`config.mk`:
```
export PLATFORM = sky130hd
export DESIGN_NAME = alu_op_decoder
export DESIGN_NICKNAME = d
export VERILOG_FILES = /design/src/rtl/alu_op_pkg.sv /design/src/rtl/alu_op_decode_comb.sv /design/src/rtl/alu_op_decoder.sv
export SDC_FILE = /design/constraint.sdc
export NUM_CORES = 1
export LEC_CHECK = 0
export ABC_CLOCK_PERIOD_IN_PS = 3000
export BUFFER_PORTS_ARGS = -buffer_cell sky130_fd_sc_hd__buf_2
export CORE_UTILIZATION = 50
export DETAILED_ROUTE_END_ITERATION = 8
export PLACE_DENSITY = 0.84
export SLEW_MARGIN = 15
export SYNTH_ARGS = -nofsm -noshare
export SYNTH_HDL_FRONTEND = slang
export SYNTH_SLANG_ARGS = --single-unit
```
`constraint.sdc`:
```
create_clock -name Clk -period 3 [get_ports Clk]
set_clock_uncertainty 0.05 [all_clocks]
set_input_delay 0.3 -clock Clk [delete_from_list [all_inputs] [get_ports Clk]]
set_output_delay 0.3 -clock Clk [all_outputs]
set_load 0.005 [all_outputs]
```
`src/rtl/alu_op_pkg.sv`:
```
// Shared constants and types for the MIPS ALU operation decoder.
// Opcode, funct and ALUControl encodings plus instruction field positions,
// used by the decoder, the ALU and their benches.
package alu_op_pkg;

    // Instruction field bit positions
    localparam int unsigned OPCODE_MSB = 31;
    localparam int unsigned OPCODE_LSB = 26;
    localparam int unsigned RS_MSB     = 25;
    localparam int unsigned RS_LSB     = 21;
    localparam int unsigned RT_MSB     = 20;
    localparam int unsigned RT_LSB     = 16;
    localparam int unsigned RD_MSB     = 15;
    localparam int unsigned RD_LSB     = 11;
    localparam int unsigned IMM_MSB    = 15;
    localparam int unsigned IMM_LSB    = 0;
    localparam int unsigned FUNCT_MSB  = 5;
    localparam int unsigned FUNCT_LSB  = 0;

    // Opcodes
    localparam logic [5:0] OP_RTYPE    = 6'b000000;
    localparam logic [5:0] OP_ADDI     = 6'b001000;
    localparam logic [5:0] OP_SLTI     = 6'b001010;
    localparam logic [5:0] OP_ANDI     = 6'b001100;
    localparam logic [5:0] OP_ORI      = 6'b001101;
    localparam logic [5:0] OP_XORI     = 6'b001110;
    localparam logic [5:0] OP_SPECIAL2 = 6'b011100;

    // R-type / SPECIAL2 funct codes
    localparam logic [5:0] FN_ADD = 6'b100000;
    localparam logic [5:0] FN_SUB = 6'b100010;
    localparam logic [5:0] FN_AND = 6'b100100;
    localparam logic [5:0] FN_OR  = 6'b100101;
    localparam logic [5:0] FN_XOR = 6'b100110;
    localparam logic [5:0] FN_NOR = 6'b100111;
    localparam logic [5:0] FN_SLT = 6'b101010;
    localparam logic [5:0] FN_SLL = 6'b000000;
    localparam logic [5:0] FN_SRL = 6'b000010;
    localparam logic [5:0] FN_MUL = 6'b000010;

    // ALUControl codes: R-type ops reuse funct, I-type ops reuse opcode
    localparam logic [5:0] ALU_ADD  = FN_ADD;
    localparam logic [5:0] ALU_SUB  = FN_SUB;
    localparam logic [5:0] ALU_AND  = FN_AND;
    localparam logic [5:0] ALU_OR   = FN_OR;
    localparam logic [5:0] ALU_XOR  = FN_XOR;
    localparam logic [5:0] ALU_NOR  = FN_NOR;
    localparam logic [5:0] ALU_SLT  = FN_SLT;
    localparam logic [5:0] ALU_SLL  = FN_SLL;
    localparam logic [5:0] ALU_SRL  = FN_SRL;
    localparam logic [5:0] ALU_ADDI = OP_ADDI;
    localparam logic [5:0] ALU_SLTI = OP_SLTI;
    localparam logic [5:0] ALU_ANDI = OP_ANDI;
    localparam logic [5:0] ALU_ORI  = OP_ORI;
    localparam logic [5:0] ALU_XORI = OP_XORI;
    localparam logic [5:0] ALU_MUL  = 6'b000011;
    localparam logic [5:0] ALU_NONE = 6'b000000;

    localparam logic [7:0] ILLEGAL_CNT_MAX = 8'hFF;

    // One decoded instruction
    typedef struct packed {
        logic [5:0]  alu_ctrl;
        logic [31:0] imm;
        logic [4:0]  rs;
        logic [4:0]  rt;
        logic [4:0]  dest;
        logic        reg_write;
        logic        illegal;
    } decode_t;

endpackage

```
`src/rtl/alu_op_decode_comb.sv`:
```
// Combinational decode of one MIPS instruction word into ALU control fields.
// Optional feature: define ALU_DEC_MUL_EN to accept SPECIAL2 mul.
module alu_op_decode_comb
    import alu_op_pkg::*;
(
    input  logic [31:0] instruction,
    output decode_t     decode
);

    logic [5:0]  opcode;
    logic [5:0]  funct;
    logic [4:0]  rd;
    logic [31:0] imm_sext;
    logic [31:0] imm_zext;
    logic        legal;

    assign opcode   = instruction[OPCODE_MSB:OPCODE_LSB];
    assign funct    = instruction[FUNCT_MSB:FUNCT_LSB];
    assign rd       = instruction[RD_MSB:RD_LSB];
    assign imm_sext = {{16{instruction[IMM_MSB]}}, instruction[IMM_MSB:IMM_LSB]};
    assign imm_zext = {16'h0000, instruction[IMM_MSB:IMM_LSB]};

    // Classify the instruction and build its ALU fields; illegal encodings stay all-zero.
    always_comb begin
        // NOTE: every variable gets a default first so no path can infer a latch.
        decode    = '0;
        legal     = 1'b0;
        decode.rs = instruction[RS_MSB:RS_LSB];
        decode.rt = instruction[RT_MSB:RT_LSB];
        case (opcode)
            OP_RTYPE: begin
                case (funct)
                    FN_ADD, FN_SUB, FN_AND, FN_OR, FN_XOR,
                    FN_NOR, FN_SLT, FN_SLL, FN_SRL: begin
                        legal           = 1'b1;
                        decode.alu_ctrl = funct;
                        decode.dest     = rd;
                        decode.imm      = imm_sext;
                    end
                    default: ;
                endcase
            end
            OP_ADDI, OP_SLTI: begin
                legal           = 1'b1;
                decode.alu_ctrl = opcode;
                decode.dest     = instruction[RT_MSB:RT_LSB];
                decode.imm      = imm_sext;
            end
            OP_ANDI, OP_ORI, OP_XORI: begin
                legal           = 1'b1;
                decode.alu_ctrl = opcode;
                decode.dest     = instruction[RT_MSB:RT_LSB];
                decode.imm      = imm_zext;
            end
`ifdef ALU_DEC_MUL_EN
            OP_SPECIAL2: begin
                if (funct == FN_MUL) begin
                    legal           = 1'b1;
                    decode.alu_ctrl = ALU_MUL;
                    decode.dest     = rd;
                    decode.imm      = imm_sext;
                end
            end
`endif
            default: ;
        endcase
        decode.illegal   = !legal;
        decode.reg_write = legal && (decode.dest != 5'd0);
    end

endmodule

```
`src/rtl/alu_op_decoder.sv`:
```
// Registered MIPS ALU-op decode stage with valid/ready handshake on both sides.
// Optional feature: define ALU_DEC_MUL_EN to accept SPECIAL2 mul.
module alu_op_decoder
    import alu_op_pkg::*;
(
    input  logic        Clk,
    input  logic        Reset,
    input  logic        Flush,
    input  logic        InValid,
    output logic        InReady,
    input  logic [31:0] Instruction,
    output logic        OutValid,
    input  logic        OutReady,
    output logic [5:0]  ALUControl,
    output logic [31:0] Immediate,
    output logic [4:0]  Rs,
    output logic [4:0]  Rt,
    output logic [4:0]  DestReg,
    output logic        RegWrite,
    output logic        Illegal,
    output logic [7:0]  IllegalCnt
);

    decode_t    dec_next;
    decode_t    dec_q;
    logic       out_valid_q;
    logic [7:0] illegal_cnt_q;
    logic       transfer;

    alu_op_decode_comb u_decode (
        .instruction (Instruction),
        .decode      (dec_next)
    );

    assign InReady  = !out_valid_q || OutReady;
    assign transfer = InValid && InReady;

    // Pipeline register: flush wins, then a new transfer, then a drain by the consumer.
    always_ff @(posedge Clk or negedge Reset) begin
        // NOTE: state is updated with non-blocking assignments only.
        if (!Reset) begin
            out_valid_q   <= 1'b0;
            dec_q         <= '0;
            illegal_cnt_q <= '0;
        end else if (Flush) begin
            out_valid_q <= 1'b0;
        end else if (transfer) begin
            out_valid_q <= 1'b1;
            dec_q       <= dec_next;
            if (dec_next.illegal && (illegal_cnt_q != ILLEGAL_CNT_MAX)) begin
                illegal_cnt_q <= illegal_cnt_q + 8'd1;
            end
        end else if (OutReady) begin
            out_valid_q <= 1'b0;
        end
    end

    assign OutValid   = out_valid_q;
    assign ALUControl = dec_q.alu_ctrl;
    assign Immediate  = dec_q.imm;
    assign Rs         = dec_q.rs;
    assign Rt         = dec_q.rt;
    assign DestReg    = dec_q.dest;
    assign RegWrite   = dec_q.reg_write;
    assign Illegal    = dec_q.illegal;
    assign IllegalCnt = illegal_cnt_q;

endmodule

```
==> key figures, run 1 <==
Timing
  – RSZ-0062 raised after global routing: false
  – Minimum clock period: 1.82 ns
  – Final WS setup: 1.18 ns
  – Tcrit/Tclk final: 0.605
  – Hold WS: -0.0501 ns
  – Final Slew Violations: 0
  – Slew @ Worst Pin: 0.595 ns
  – Fmax: 551 MHz
  – Final setup vio count: 0
  – Final setup TNS: 0 ns
  – Relative slew slack: 0.603
  – Fin. Hold Viols: 49

Synth
  – Mapped cell area: 2280 um^2
  – #FFs+latches synth: 49
  – Syn Area/Cell: 10.5 um^2
  – Ys Warns: 0
  – Number of synthesized flops with an enable pin: 0
  – Asr flop ratio synth: 1.00
  – Main synth FF type: dfrtp_1
  – Share of the yosys chip area belonging to registers: 0.538
  – Synth cell types: 43
  – Gate Count Post-Synth: 217
  – Post-Syn Nets: 255

Critical path
  – Worst-path fanout max: 5
  – Reg2reg start: IllegalCnt[0]$_DFFE_PN0P_
  – Required @ worst endpoint: 3.18 ns
  – R2R depth: 6
  – Crit. End Element: flip-flop
  – Critical R2R Capture: IllegalCnt[5]$_DFFE_PN0P_
  – CP max stage cell: dfrtp_1
  – Setup CP Type: reg2reg
  – Crit-path cells: ha_1 > nand3_1 > o2111ai_1 > or2_2 > nor3_1 > xor2_1
  – Setup crit start kind: flip-flop
  – End of the critical path: IllegalCnt[5]$_DFFE_PN0P_
  – Worst setup path start: IllegalCnt[0]$_DFFE_PN0P_
  – R2R Setup Slk: 1.18 ns
  – WP data arrival: 1.99 ns
  – Worst path max stage delay: 0.43 ns

CTS
  – Num CTS Buffers: 5
  – # clock sinks: 49
  – TritonCTS clock tree: done
  – Skew-Pair Late Insertion Delay: 0.30 ns
  – Htree depth: 2
  – Setup Buffers After CTS: 0
  – Root Buffer Master: clkbuf_8
  – Clock-pin transition on the worst setup and hold timing paths: 0.08 ns
  – Maximum root-to-sink buffer count: 2
  – CTS resizes: 0
  – Post-CTS Hold Fix Bufs: 0

Place
  – GP Congestion: 0.870
  – DP HPWL: 3660 um
  – Placed Cells: 346
  – Port bufs: 101
  – Placed Instance Area: 2660 um^2
  – Pre-CTS WS: 0.949 ns

Final layout
  – Most frequent cells in the layout: buf_2 (100), dfrtp_1 (49), nand2_1 (40)
  – Area growth from synthesis to layout: 22.1%
  – Nets: 339
  – Filler cell count: 372
  – Number of diodes: 0
  – Layout cells sized above 1: 0.381
  – Finished Core Util: 0.639
  – Layout Cells excl Fill: 354
  – Commonest non-fill, non-tap cell in the layout: buf_2
  – Finished Cell Area: 2780 um^2

Die
  – Top Ports: 102
  – Core Area: 4350 um^2
  – Die H: 69.5 um
  – Die X: 69.5 um
  – Row count: 24
  – Die area: 4830 um^2
  – Initial Util: 0.524

Detailed routing
  – Routed via count: 1931
  – Post-route ant nets: 0
  – Drt first pass iters: 5
  – # DRC: 0
  – Routed WL: 4960 um
  – WL/cell: 14.0 um
  – Via density: 5.45
  – Starting DRC count in detailed routing: 132

Power
  – Pwr dens: 561 nW/um^2
  – Lkg Pwr: 1.57 nW
  – Power Total: 1.56 mW
  – VDD IR max: 0.000329 V

GRT
  – Total Routing Usage GR: 0.217
  – Wire length of the first global-routing pass: 8360 um
  – Initial antenna violation count: 0
  – Total global routing overflow: 0
  – Largest net degree at the start of global routing: 50
  – Vias in the first global route: 1767

Run status
  – Status: complete, but fails checks
  – Failing checks: negative hold slack

Job
  – Max Cap Viol: 0

Min path
  – Hold crit path type: in2async
[synth_stat cells, types with 2 or more instances]
master / number / area [um^2]
a221oi_1: 5 / 43.8
nor2_1: 19 / 71.3
buf_6: 3 / 33.8
a31oi_1: 2 / 12.5
o21ai_0: 3 / 15.0
clkbuf_1: 5 / 18.8
nand3b_1: 2 / 15.0
nand2_1: 40 / 150
buf_4: 16 / 120
or4_1: 2 / 15.0
nand3_1: 6 / 30.0
a21oi_1: 3 / 15.0
and2_1: 2 / 12.5
a22o_1: 17 / 149
nor3_1: 5 / 25.0
a32o_1: 2 / 20.0
o31ai_1: 3 / 22.5
dfrtp_1: 49 / 1230
xor2_1: 7 / 61.3
inv_1: 3 / 11.3
[critical path: cells and delay by family (launching register included)]
family                   cells  cell delay, ns
flip-flops                   1            0.43
XOR/XNOR                     1            0.16
AO/OA/AOI/OAI                1            0.20
adder cells (fa/ha/maj)      1            0.26
AND/OR/NAND/NOR              3            0.66
[layout make-up]
| type | count | area, um^2 | area share |
|---|---|---|---|
| multi-input combinational | 139 | 841 | 0.302 |
| inverter | 3 | 11.3 | 0.00405 |
| sequential | 49 | 1230 | 0.441 |
| clock inverter | 1 | 30.0 | 0.0108 |
| tap | 52 | 65.1 | 0.0234 |
| timing repair buffer | 103 | 523 | 0.188 |
| clock buffer | 7 | 86.3 | 0.0310 |
[sequential cells by signal, indices dropped and copies added (netlist names), 5 cells and up]
signal and cells:
Rt 5, ALUControl 6, DestReg 5, Immediate 17
Rs 5, IllegalCnt 8
[routing by layer]
layer / part of all wire / vias to the layer above / routed length [um] / track usage
met1: 0.44 / 918 / 2190 / 0.294
met2: 0.47 / 88 / 2310 / 0.339
met5: 0 / - / 0 / 0
met3: 0.072 / 11 / 358 / 0.0625
met4: 0.019 / 0 / 95 / 0.0680
li1: - / 914 / - / -
[cell families (layout without fill, tap and decap cells)]
group	Yosys count	count (layout)	share of synthesized area
simple gates	87	87	0.177
flops	49	49	0.538
compound gates	42	42	0.150
buf+inv	29	114	0.0933
xor+xnor	7	7	0.0269
mux	2	2	0.00933
fa+ha+maj	1	1	0.00549
[how the worst min path moves through the flow]
| stage | endpoint | slack (ns) | cells past startpoint |
|---|---|---|---|
| 2_1_floorplan | ALUControl[0]$_DFFE_PN0P_ | -0.05 | 0 |
| 3_3_place_gp | Immediate[4]$_DFFE_PN0P_ | 0.40 | 2 |
| 3_5_place_dp | Rt[0]$_DFFE_PN0P_ | 0.41 | 2 |
| 4_1_cts | OutValid$_DFFE_PN0P_ | 0.1 | 2 |
| 5_1_grt | IllegalCnt[3]$_DFFE_PN0P_ | 0.002 | 1 |
| 6_report | IllegalCnt[3]$_DFFE_PN0P_ | -0.05 | 1 |
[power breakdown]
part,internal (mW),switching [mW]
sequential,0.737,0.0682
combinational,0.131,0.141
clock,0.272,0.212
total,1.14,0.421
(Power assumes the default switching activity.)
==> inputs of run 2 (changes only) <==
Settings changed: ABC_CLOCK_PERIOD_IN_PS 3000 to 1900, CORE_UTILIZATION 50 to 47, PLACE_DENSITY 0.84 to 0.8.
Clock period 3 ns to 1.9 ns, I/O delays scaled along.
==> key figures, run 2 (synthesis results as in run 1) <==
Die
  – Initial Util: 0.506
  – Core Area: 4500 um^2
  – Die H: 71.6 um
  – Row count: 24
  – Die area: 5130 um^2
  – Die X: 71.6 um
  – Top Ports: 102

CTS
  – TritonCTS clock tree: done
  – Maximum root-to-sink buffer count: 2
  – Num CTS Buffers: 5
  – Clock-pin transition on the worst setup and hold timing paths: 0.08 ns
  – Setup Buffers After CTS: 0
  – Htree depth: 2
  – Skew-Pair Late Insertion Delay: 0.29 ns
  – # clock sinks: 49
  – Root Buffer Master: clkbuf_8

GRT
  – Largest net degree at the start of global routing: 32
  – Total Routing Usage GR: 0.212
  – Wire length of the first global-routing pass: 8420 um
  – Vias in the first global route: 1749
  – Initial antenna violation count: 0
  – Total global routing overflow: 0

Critical path
  – R2R Setup Slk: 0.13 ns
  – Worst path max stage delay: 0.42 ns
  – Critical R2R Capture: IllegalCnt[5]$_DFFE_PN0P_
  – Crit-path cells: ha_1 > nand3_1 > o2111ai_2 > or2_2 > nor3_1 > xor2_1
  – Worst setup path start: IllegalCnt[0]$_DFFE_PN0P_
  – Reg2reg start: IllegalCnt[0]$_DFFE_PN0P_
  – CP delay by family, top: simple AND/OR/NAND/NOR gates
  – End of the critical path: IllegalCnt[5]$_DFFE_PN0P_
  – Crit. End Element: flip-flop
  – Required @ worst endpoint: 2.07 ns
  – Setup CP Type: reg2reg
  – Worst-path fanout max: 5
  – CP max stage cell: dfrtp_1
  – Crit path buffers/inverters: 0
  – R2R depth: 6
  – WP data arrival: 1.94 ns
  – Setup crit start kind: flip-flop
  – CP Depth: 6

Detailed routing
  – WL/cell: 14.7 um
  – Starting DRC count in detailed routing: 146
  – Drt first pass iters: 5
  – Routed via count: 1930
  – Post-route ant nets: 0
  – Via density: 5.36
  – Routed WL: 5300 um
  – # DRC: 0

Final layout
  – Number of diodes: 0
  – Area growth from synthesis to layout: 24.2%
  – Layout Cells excl Fill: 360
  – Number of flip-flops under the largest register name: 17
  – Layout cells sized above 1: 0.393
  – Nets: 346
  – Commonest non-fill, non-tap cell in the layout: buf_2
  – Most frequent cells in the layout: buf_2 (101), dfrtp_1 (49), nand2_1 (40)

Job
  – Max Cap Viol: 0

Timing
  – Relative slew slack: 0.666
  – Hold WS: 0.0344 ns
  – Final Slew Violations: 0
  – Final setup vio count: 0
  – Tcrit/Tclk final: 0.934
  – Final setup TNS: 0 ns
  – Slew @ Worst Pin: 0.501 ns
  – Fmax: 563 MHz
  – Fin. Hold Viols: 0
  – Minimum clock period: 1.77 ns

Place
  – DP HPWL: 3980 um
  – GP Congestion: 0.843
  – Port bufs: 101
  – Placed Cells: 351

Power
  – Pwr dens: 819 nW/um^2
  – Lkg Pwr: 1.59 nW
  – VDD IR max: 0.000623 V

Min path
  – Hold crit path type: in2reg

Run status
  – Status: finished, final reports clean
-- run 2: final cells by class --
type,count,area [um^2]
Fill cell,390,1670
Sequential cell,49,1230
Multi-Input combinational cell,139,852
Timing Repair Buffer,110,591
Clock buffer,7,86.3
Tap cell,52,65.1
Inverter,3,11.3
-- run 2: worst min-delay path: stages --
cell     delay [ns]
buf_2          0.07
nand2_1        0.04
nand2_1        0.04
-- run 2: worst min-delay path by stage --
stage,from,endpoint,slack [ns],cells past startpoint
global placement,Reset,Rs[1]$_DFFE_PN0P_,0.11,1
CTS,Instruction[21],Rs[0]$_DFFE_PN0P_,0.02,3
global route,Instruction[21],Rs[0]$_DFFE_PN0P_,0.02,3
detailed placement,Reset,Rs[1]$_DFFE_PN0P_,0.13,1
floorplan,Reset,ALUControl[0]$_DFFE_PN0P_,-0.16,0
finish,Instruction[21],Rs[0]$_DFFE_PN0P_,0.03,3
-- run 2: per-stage QoR --
step | worst slack (ns) | power (mW) | instance area (um^2) | utilization
2_1_floorplan | 0.215 | 1.48 | 2280 | -
3_3_place_gp | 0.202 | 1.72 | 2710 | 0.603
3_5_place_dp | 0.100 | 1.74 | 2710 | 0.603
4_1_cts | 0.0785 | 2.35 | 2820 | 0.626
5_1_grt | -0.00190 | 2.46 | 2830 | 0.629
6_report | 0.125 | 2.32 | 2830 | 0.629
-- run 2: per-layer routing --
metal,wire [um],track usage,share of wire
met1,2370,0.295,0.45
met2,2570,0.333,0.48
met3,340,0.0549,0.064
met4,24,0.0523,0.0045
met5,0,0,0
-- run 2: power breakdown --
group	switching [mW]	total (mW)	internal [mW]
registers	0.106	1.27	1.16
logic	0.229	0.446	0.217
clock network	0.313	0.603	0.289
total	0.649	2.32	1.67
-- run 2: repair_timing --
item	CTS	global route
resized for setup	0	2
setup endpoints to repair	0	2
hold endpoints to repair	19	0
hold buffers	2	0
==> inputs of run 3 (changes only) <==
Settings changed: ABC_CLOCK_PERIOD_IN_PS 1900 to 1600, CORE_UTILIZATION 47 to 42, PLACE_DENSITY 0.8 to 0.75.
Clock period 1.9 ns to 1.6 ns, I/O delays scaled along.
==> key figures, run 3 (synthesis results as in run 1) <==
Detailed routing
  – Drt first pass iters: 4
  – Via density: 5.01
  – Routed WL: 5470 um
  – Starting DRC count in detailed routing: 78
  – Routed via count: 2004
  – Post-route ant nets: 0
  – WL/cell: 13.7 um
  – # DRC: 0

Power
  – VDD IR max: 0.000716 V
  – Logic pwr share: 0.251
  – Lkg Pwr: 1.71 nW
  – Clock power share: 0.260
  – Share of power burned in registers: 0.488
  – Power Total: 3.00 mW
  – Switching Fraction: 0.281
  – P_sw: 0.843 mW
  – Pwr dens: 976 nW/um^2
  – Int Power: 2.16 mW

Die
  – Initial Util: 0.441
  – Row count: 26
  – Core Area: 5170 um^2
  – Die H: 75.7 um
  – Top Ports: 102
  – Die X: 75.7 um
  – Die area: 5730 um^2

Timing
  – Minimum clock period: 1.58 ns
  – Fmax: 632 MHz
  – Slew @ Worst Pin: 0.487 ns
  – Final setup vio count: 0
  – Fin. Hold Viols: 0
  – RSZ-0062 raised after global routing: true
  – Relative slew slack: 0.675
  – Final Slew Violations: 0
  – Final WS setup: 0.0169 ns
  – Tcrit/Tclk final: 0.989

Place
  – Pre-CTS WS: 0.00695 ns
  – DP HPWL: 4080 um
  – GP Congestion: 0.864
  – Placed Instance Area: 2880 um^2
  – Port bufs: 101

Final layout
  – Most frequent cells in the layout: buf_2 (101), dfrtp_1 (49), nand2_1 (40)
  – Commonest non-fill, non-tap cell in the layout: buf_2
  – Layout cells sized above 1: 0.448
  – FF/Latch Area: 1230 um^2
  – Multi-input logic area: 892 um^2
  – Finished Cell Area: 3080 um^2
  – Number of diodes: 0
  – Filler cell count: 443
  – Number of flip-flops under the largest register name: 17
  – Nets: 367
  – Area growth from synthesis to layout: 35.0%

Critical path
  – Worst path max stage delay: 0.41 ns
  – CP max stage cell: dfrtp_1
  – Worst-path fanout max: 3
  – Required @ worst endpoint: 1.77 ns
  – Setup crit start kind: flip-flop
  – Crit path buffers/inverters: 0
  – Crit. End Element: flip-flop
  – Crit-path cells: ha_2 > nand3_2 > o2111ai_2 > or2_4 > nor3_2 > xor2_1
  – WP data arrival: 1.76 ns
  – Setup CP Type: reg2reg
  – CP delay by family, top: simple AND/OR/NAND/NOR gates

CTS
  – TritonCTS clock tree: done
  – Num CTS Buffers: 5
  – Skew-Pair Late Insertion Delay: 0.29 ns
  – Maximum root-to-sink buffer count: 2
  – Root Buffer Master: clkbuf_8
  – Clock-pin transition on the worst setup and hold timing paths: 0.09 ns
  – Htree depth: 2
  – # clock sinks: 49

Job
  – Max Cap Viol: 0

Min path
  – Hold crit path type: in2reg

GRT
  – Total Routing Usage GR: 0.189
  – Initial antenna violation count: 0
  – Largest net degree at the start of global routing: 31
  – Wire length of the first global-routing pass: 8040 um
  – Total global routing overflow: 0
  – Vias in the first global route: 1715

Run status
  – Status: finished, final reports clean
[run 3: cell count changes in the layout (fill, tap and decap cells not counted), moves of 2 or more]
| cell | before | now |
|---|---|---|
| nand3_1 | 6 | 4 |
| nor3_1 | 4 | 2 |
| dlygate4sd3_1 | 2 | 5 |
| buf_4 | 6 | 23 |
| nand3_2 | 0 | 2 |
[run 3: worst paths after layout]
path | start | end | slack, ns | cells past startpoint
worst max-delay path | IllegalCnt[0]$_DFFE_PN0P_ | IllegalCnt[7]$_DFFE_PN0P_ | 0.02 | 6
worst min-delay path | Instruction[21] | Rs[0]$_DFFE_PN0P_ | 0.007 | 3
worst max register to register | IllegalCnt[0]$_DFFE_PN0P_ | IllegalCnt[7]$_DFFE_PN0P_ | 0.02 | 6
worst min register to register | Immediate[4]$_DFFE_PN0P_ | Immediate[4]$_DFFE_PN0P_ | 0.42 | 2
max in group asynchronous | Reset | Immediate[14]$_DFFE_PN0P_ | 0.66 | 3
min in group asynchronous | Reset | IllegalCnt[1]$_DFFE_PN0P_ | 0.32 | 2
[run 3: through the flow]
step                      cells  TNS (ns)  hold slack, ns   util
after floorplan             217    -0.640          -0.186      -
after global placement      386         0          0.0964  0.556
after detailed placement    386         0           0.107  0.556
after CTS                   399         0         0.00143  0.587
after global routing        400    -0.300          0.0129  0.595
final                       400         0         0.00674  0.595
[run 3: per-layer routing]
layer,up-vias,share of wire,global-route usage
li1,966,-,-
met1,958,0.44,0.254
met2,76,0.50,0.317
met3,4,0.048,0.0238
met4,0,0.0088,0.0679
met5,-,0,0
[run 3: power groups by stage]
| stage | registers [mW] | logic, mW | clock network (mW) |
|---|---|---|---|
| 3_3_place_gp | 1.48 | 0.692 | 0 |
| 5_1_grt | 1.48 | 0.846 | 0.849 |
| 3_5_place_dp | 1.49 | 0.714 | 0 |
| 4_1_cts | 1.46 | 0.725 | 0.809 |
| 6_report | 1.47 | 0.755 | 0.781 |
| 2_1_floorplan | 1.53 | 0.230 | 0 |
[run 3: area by class of cell]
type | count | share of cell area
clock inverter | 1 | 0.00163
timing repair buffer | 131 | 0.247
sequential | 49 | 0.398
tap | 70 | 0.0285
clock buffer | 7 | 0.0313
inverter | 3 | 0.00366
multi-input combinational | 139 | 0.290
[run 3: repair_timing]
action,CTS,global route
buffers inserted,0,1
resized for setup,1,8
hold endpoints to repair,23,0
endpoints found under the setup margin,1,11
hold buffers,5,0
pin swaps,0,3
[run 3: worst register-to-register path, cell delays in order (launching register included)]
cell,delay (ns)
dfrtp_1,0.41
ha_2,0.20
nand3_2,0.06
o2111ai_2,0.19
or2_4,0.31
nor3_2,0.14
xor2_1,0.16
